==> config.mk <==
export PLATFORM = sky130hd
export DESIGN_NAME = run_ctrl
export DESIGN_NICKNAME = d
export VERILOG_FILES = /design/src/rtl/run_ctrl.sv
export SDC_FILE = /design/constraint.sdc
export NUM_CORES = 1
export LEC_CHECK = 0
export CAP_MARGIN = 20
export CORE_MARGIN = 3
export CORE_UTILIZATION = 58
export CTS_CLUSTER_DIAMETER = 40
export DETAILED_ROUTE_END_ITERATION = 10
export DONT_BUFFER_PORTS = 1
export PLACE_DENSITY = 0.76
export SLEW_MARGIN = 20
export SYNTH_ARGS = -nofsm -noshare
export SYNTH_HDL_FRONTEND = slang
export SYNTH_SLANG_ARGS = --single-unit
==> constraint.sdc <==
create_clock -name clk -period 2.1 [get_ports clk]
set_clock_uncertainty 0.05 [all_clocks]
set_input_delay 0.21 -clock clk [delete_from_list [all_inputs] [get_ports clk]]
set_output_delay 0.21 -clock clk [all_outputs]
set_load 0.01 [all_outputs]
==> src/rtl/run_ctrl.sv <==
// rtl/run_ctrl.sv - run/read sequencer handing memory ownership between host and processor
// Reads are throttled so the 2-entry result FIFO can never overflow.
module run_ctrl #(
  parameter int  PE_ELEMENTS = 4,
  parameter int  DMEM_DEPTH  = 1024,
  parameter int  DATA_LEN    = 32,
  parameter int  CNT_W       = 24,
  parameter int  TIMEOUT     = 65536,
  localparam int AW          = $clog2(DMEM_DEPTH / PE_ELEMENTS)
) (
  input  logic                            clk,
  input  logic                            rstn,
  input  logic                            cmd_valid,
  output logic                            cmd_ready,
  input  logic                            cmd_op,
  input  logic [AW:0]                     cmd_len,
  input  logic                            abort,
  output logic                            host_own,
  output logic                            proc_start,
  input  logic                            proc_stop,
  output logic                            res_rd_en,
  output logic [AW-1:0]                   res_rd_addr,
  input  logic [PE_ELEMENTS*DATA_LEN-1:0] res_rd_dout,
  output logic                            out_valid,
  input  logic                            out_ready,
  output logic [PE_ELEMENTS*DATA_LEN-1:0] out_data,
  output logic                            out_last,
  output logic                            busy,
  output logic                            done,
  output logic                            timeout,
  output logic [CNT_W-1:0]                run_cycles
);
  localparam int               DW       = PE_ELEMENTS * DATA_LEN;
  localparam logic [CNT_W-1:0] LIMIT_M1 = CNT_W'(TIMEOUT - 1);

  typedef enum logic [1:0] {IDLE, START, RUN, READ} state_e;

  state_e           state_q;
  logic [CNT_W-1:0] cnt_q;
  logic [CNT_W-1:0] run_cycles_q;
  logic             timeout_q;
  logic             done_q;
  logic [AW:0]      len_q;
  logic [AW:0]      rd_addr_q;
  logic [AW:0]      out_left_q;
  logic             inflight_q;
  logic [DW-1:0]    fifo_q [2];
  logic             wr_ptr_q;
  logic             rd_ptr_q;
  logic [1:0]       count_q;
  logic [1:0]       count_d;
  logic [1:0]       occ_after;
  logic             pop;
  logic             push;
  logic             issue;

  // Occupancy is taken after this cycle's pop so a full-rate stream keeps one read per cycle.
  assign pop       = out_valid & out_ready;
  assign push      = inflight_q;
  assign occ_after = count_q - {1'b0, pop};
  assign issue     = (state_q == READ) && (rd_addr_q != len_q)
                     && ((occ_after + {1'b0, inflight_q}) < 2'd2);
  assign count_d   = count_q + {1'b0, push} - {1'b0, pop};

  assign cmd_ready   = (state_q == IDLE);
  assign host_own    = (state_q == IDLE) || (state_q == READ);
  assign proc_start  = (state_q == START);
  assign busy        = (state_q != IDLE);
  assign res_rd_en   = issue;
  assign res_rd_addr = rd_addr_q[AW-1:0];
  assign out_valid   = (count_q != 2'd0);
  assign out_data    = fifo_q[rd_ptr_q];
  assign out_last    = out_valid && (out_left_q == (AW+1)'(1));
  assign done        = done_q;
  assign timeout     = timeout_q;
  assign run_cycles  = run_cycles_q;

  always_ff @(posedge clk or negedge rstn) begin
    if (!rstn) begin
      state_q      <= IDLE;
      cnt_q        <= '0;
      run_cycles_q <= '0;
      timeout_q    <= 1'b0;
      done_q       <= 1'b0;
      len_q        <= '0;
      rd_addr_q    <= '0;
      out_left_q   <= '0;
      inflight_q   <= 1'b0;
      fifo_q[0]    <= '0;
      fifo_q[1]    <= '0;
      wr_ptr_q     <= 1'b0;
      rd_ptr_q     <= 1'b0;
      count_q      <= 2'd0;
    end else begin
      done_q     <= 1'b0;
      inflight_q <= issue;
      count_q    <= count_d;
      if (issue) rd_addr_q <= rd_addr_q + (AW+1)'(1);
      if (push) begin
        fifo_q[wr_ptr_q] <= res_rd_dout;
        wr_ptr_q         <= ~wr_ptr_q;
      end
      if (pop) begin
        rd_ptr_q   <= ~rd_ptr_q;
        out_left_q <= out_left_q - (AW+1)'(1);
      end

      if (abort) begin
        state_q    <= IDLE;
        inflight_q <= 1'b0;
        count_q    <= 2'd0;
        wr_ptr_q   <= 1'b0;
        rd_ptr_q   <= 1'b0;
        rd_addr_q  <= '0;
      end else begin
        case (state_q)
          IDLE: begin
            if (cmd_valid) begin
              if (!cmd_op) begin
                state_q   <= START;
                cnt_q     <= '0;
                timeout_q <= 1'b0;
              end else if (cmd_len != '0) begin
                state_q    <= READ;
                len_q      <= cmd_len;
                out_left_q <= cmd_len;
                rd_addr_q  <= '0;
                timeout_q  <= 1'b0;
              end else begin
                done_q <= 1'b1;
              end
            end
          end
          START: state_q <= RUN;
          RUN: begin
            cnt_q <= cnt_q + CNT_W'(1);
            if (proc_stop) begin
              state_q      <= IDLE;
              done_q       <= 1'b1;
              run_cycles_q <= cnt_q + CNT_W'(1);
            end else if (cnt_q == LIMIT_M1) begin
              state_q      <= IDLE;
              timeout_q    <= 1'b1;
              run_cycles_q <= cnt_q + CNT_W'(1);
            end
          end
          READ: begin
            if (pop && out_last) begin
              state_q   <= IDLE;
              done_q    <= 1'b1;
              rd_addr_q <= '0;
            end
          end
          default: state_q <= IDLE;
        endcase
      end
    end
  end

endmodule

==> results.md <==
* RR Startpoint: out_left_q[1]
* Final hold slack at -0.6554 ns
* Post-route ant nets at 0
* CP required at 1.84 ns
* #FFs+latches synth at 340
* CTS tree: yes
* Worst Reg-to-Reg Cells at 7
* Buf+Inv Stages, Crit Path at 2
* Hold Path Class: in -> async
* Post-Syn Area at 0.01558 mm²
* P&R area growth vs syn at 27.59%
* Count of clock tree sinks at 340
* Synth area leaders: dfrtp_1 55%, mux2_2 28%, mux2_4 1.8%
* Post-synthesis sequential area ratio at 0.5461
* Final hold viol count at 340
* Peak ir drop on the vdd network at 0.8713 mV
* Reg2reg setup slack at -0.17 ns
* RSZ-0062 raised after global routing: true
* Violated checks: negative hold slack, negative setup slack
* Clock slew at reported path FFs at 0.06 ns
* GPL Wtd Cong at 0.8516
* Sequential cell area at 0.008512 mm²
* Routed WL at 40260 µm
* Crit path largest cell delay at 0.39 ns
* Final Critical Period at 2.298 ns
* Slew @ Worst Pin at 0.5780 ns
* Initial DRT Pass Iterations at 5
* Most frequent CP cell: buf_6
* Number of remaining DRC errors at 0
* Layout cells sized above 1 at 0.4527
* CP Class: reg -> out
* Reg2reg end: state_q[1]
* Die height at 169.9 µm
* Die X at 169.9 µm
* Clock Latency Late Sink at 0.52 ns
* FILL cells at 1474
* Global-route wire length before repair at 61920 µm
* CP max-delay cell: dfrtp_1
* Post-DP HPWL at 23030 µm
* Fmax at 0.4352 GHz
* Clk root buf: clkbuf_16
* Cell area power density at 1188 mW/mm²
* Final Max Tran Viols at 0
* Core area at 0.02621 mm²
* Critical path data arrival time at 2.04 ns
* Largest area contributor in the netlist: dfrtp_1
* Status: finished with violations
* Crit start category: register
* CP Capture Type: output port
* Initial core utilization at 0.5945
* Syn Inst Count at 1144
* Vias per std cell at 5.958
* Pin count of the biggest net entering global routing at 341
* GRT Residual Overflow at 0
* Yosys cell types at 63
* Final nets at 1514
* Critical path cell sequence: nor2b_2 -> nand2_1 -> o21ai_2 -> ha_2 -> or3_4 -> buf_6 -> nand3_4 -> nor2_4 -> buf_6
* Max cap viols at 0
* GRT Util Overall at 0.2695
* Net count after synthesis at 1297
* Post-synth EDFFs at 0
* Clock Path Buffers at 3
* Total power at 23.62 mW
* Final Util at 0.7586
* Synth top cells by count: 388 x mux2_2, 340 x dfrtp_1, 54 x clkbuf_1, 54 x nand2_1, 34 x o21ai_0
* Max-Slew Margin vs Limit at 0.6114
* Tcrit/Tclk final at 1.094
* Place WS at -0.03433 ns
* Via count at 10.34k
* WL/cell at 23.21 µm
* Initial antenna violation count at 4
* Inserted Clock Buffers at 43
* Area occupied by multi-input gates at 0.006904 mm²
* Leak at 8.746 nW
* Main synth FF type: dfrtp_1
* Top-count cell post-synth: mux2_2
* Initial DRC count at 730
* Top delay family on crit path: simple AND/OR/NAND/NOR gates
* Io pins at 313
* YS warnings at 0
* Critical path peak fanout at 3
* Final worst slack at -0.1978 ns
* H-tree depth at 2
* Site row count at 59
* Final setup vio count at 17
* Cts hold-fix bufs at 141
* Vias in the first global route at 11.06k
* Ys async rst share at 1.000
* Die ar. at 0.02886 mm²
* Post-synthesis average cell area at 13.62 µm²
* IO buf count at 0
* Top-area cell type share of the netlist area at 0.5461
[per-stage QoR]
step | cells | TNS, ns | instance area (µm²)
after floorplan | 1144 | -0.6606 | 15600
after global routing | 1733 | -3.495 | 19870
after CTS | 1712 | -0.9119 | 19580
after detailed placement | 1483 | -0.07830 | 16370
after global placement | 1483 | 0 | 16370
final | 1735 | -1.219 | 19880
[what timing repair did]
action | 4_1_cts | 5_1_grt
gates resized for setup | 29 | 26
endpoints found under the hold margin | 624 | 340
setup buffers | 7 | 15
gates cloned | 3 | 2
pin swaps | 4 | 5
endpoints found under the setup margin | 120 | 139
[cells by family after synthesis]
| family | synth area share |
|---|---|
| mux | 0.3000 |
| flops | 0.5461 |
| simple gates | 0.05397 |
| compound gates | 0.04497 |
| buf+inv | 0.02522 |
| xor+xnor | 0.02249 |
| fa+ha+maj | 0.007228 |
[per-layer routing]
metal | wire, µm | vias to the layer above | global-route usage
met4 | 1289 | 2 | 0.09735
met5 | 13 | - | 0
met2 | 20810 | 384 | 0.4690
li1 | - | 4583 | -
met1 | 15260 | 5274 | 0.3252
met3 | 2886 | 94 | 0.07131
[power breakdown]
group | switching (mW) | internal, mW
sequential | 1.13 | 8.22
combinational | 3.15 | 3.29
clock | 2.89 | 4.94
total | 7.17 | 16.4
[registers in the layout (all words and copies together), names as in the netlist]
signal      flops
cnt_q          24
rd_ptr_q        1
out_left_q      9
len_q           9
state_q         2
rd_addr_q       9
run_cycles     24
timeout         1
fifo_q        256
done            1
count_q         2
inflight_q      1
wr_ptr_q        1
[cell usage in the layout (no fill, tap or decap), types with 3 or more instances in the layout]
master,n
and3_1,5
inv_1,11
o31ai_1,17
or4_1,5
ha_2,3
o31ai_2,6
nand4_1,10
or3_1,5
nor4_2,3
dfrtp_1,339
a21o_1,6
nor3_1,5
diode_2,6
a21oi_1,16
buf_16,5
clkbuf_8,3
clkbuf_1,5
inv_6,6
o21ai_1,3
ha_1,5
buf_12,8
bufinv_16,7
mux2_2,381
a31oi_1,7
and4_1,3
buf_4,83
xor2_1,8
nand2_1,52
clkinv_2,3
nand3_1,15
mux2_4,26
nor2_1,16
o21ai_0,33
clkinvlp_4,5
clkbuf_16,46
xnor2_1,32
o41ai_1,4
buf_6,6
dlygate4sd3_1,141
[how the worst max path moves through the flow]
| stage | startpoint | endpoint | cells after the start |
|---|---|---|---|
| after detailed placement | out_left_q[1] | state_q[1] | 6 |
| after global placement | cnt_q[18] | run_cycles[4] | 6 |
| after CTS | count_q[0] | res_rd_en | 9 |
| after floorplan | cnt_q[16] | run_cycles[10] | 7 |
| after global routing | count_q[0] | res_rd_en | 9 |
| final | count_q[0] | res_rd_en | 9 |
[cell type report]
| cell class | count | share of cell area |
|---|---|---|
| antenna | 6 | 0.0007553 |
| clock buffer | 53 | 0.05967 |
| clock inverter | 25 | 0.01813 |
| inverter | 14 | 0.002643 |
| multi-input combinational | 717 | 0.3473 |
| sequential | 340 | 0.4282 |
| tap | 335 | 0.02109 |
| timing repair buffer | 245 | 0.1222 |
(Power assumes the default switching activity.)
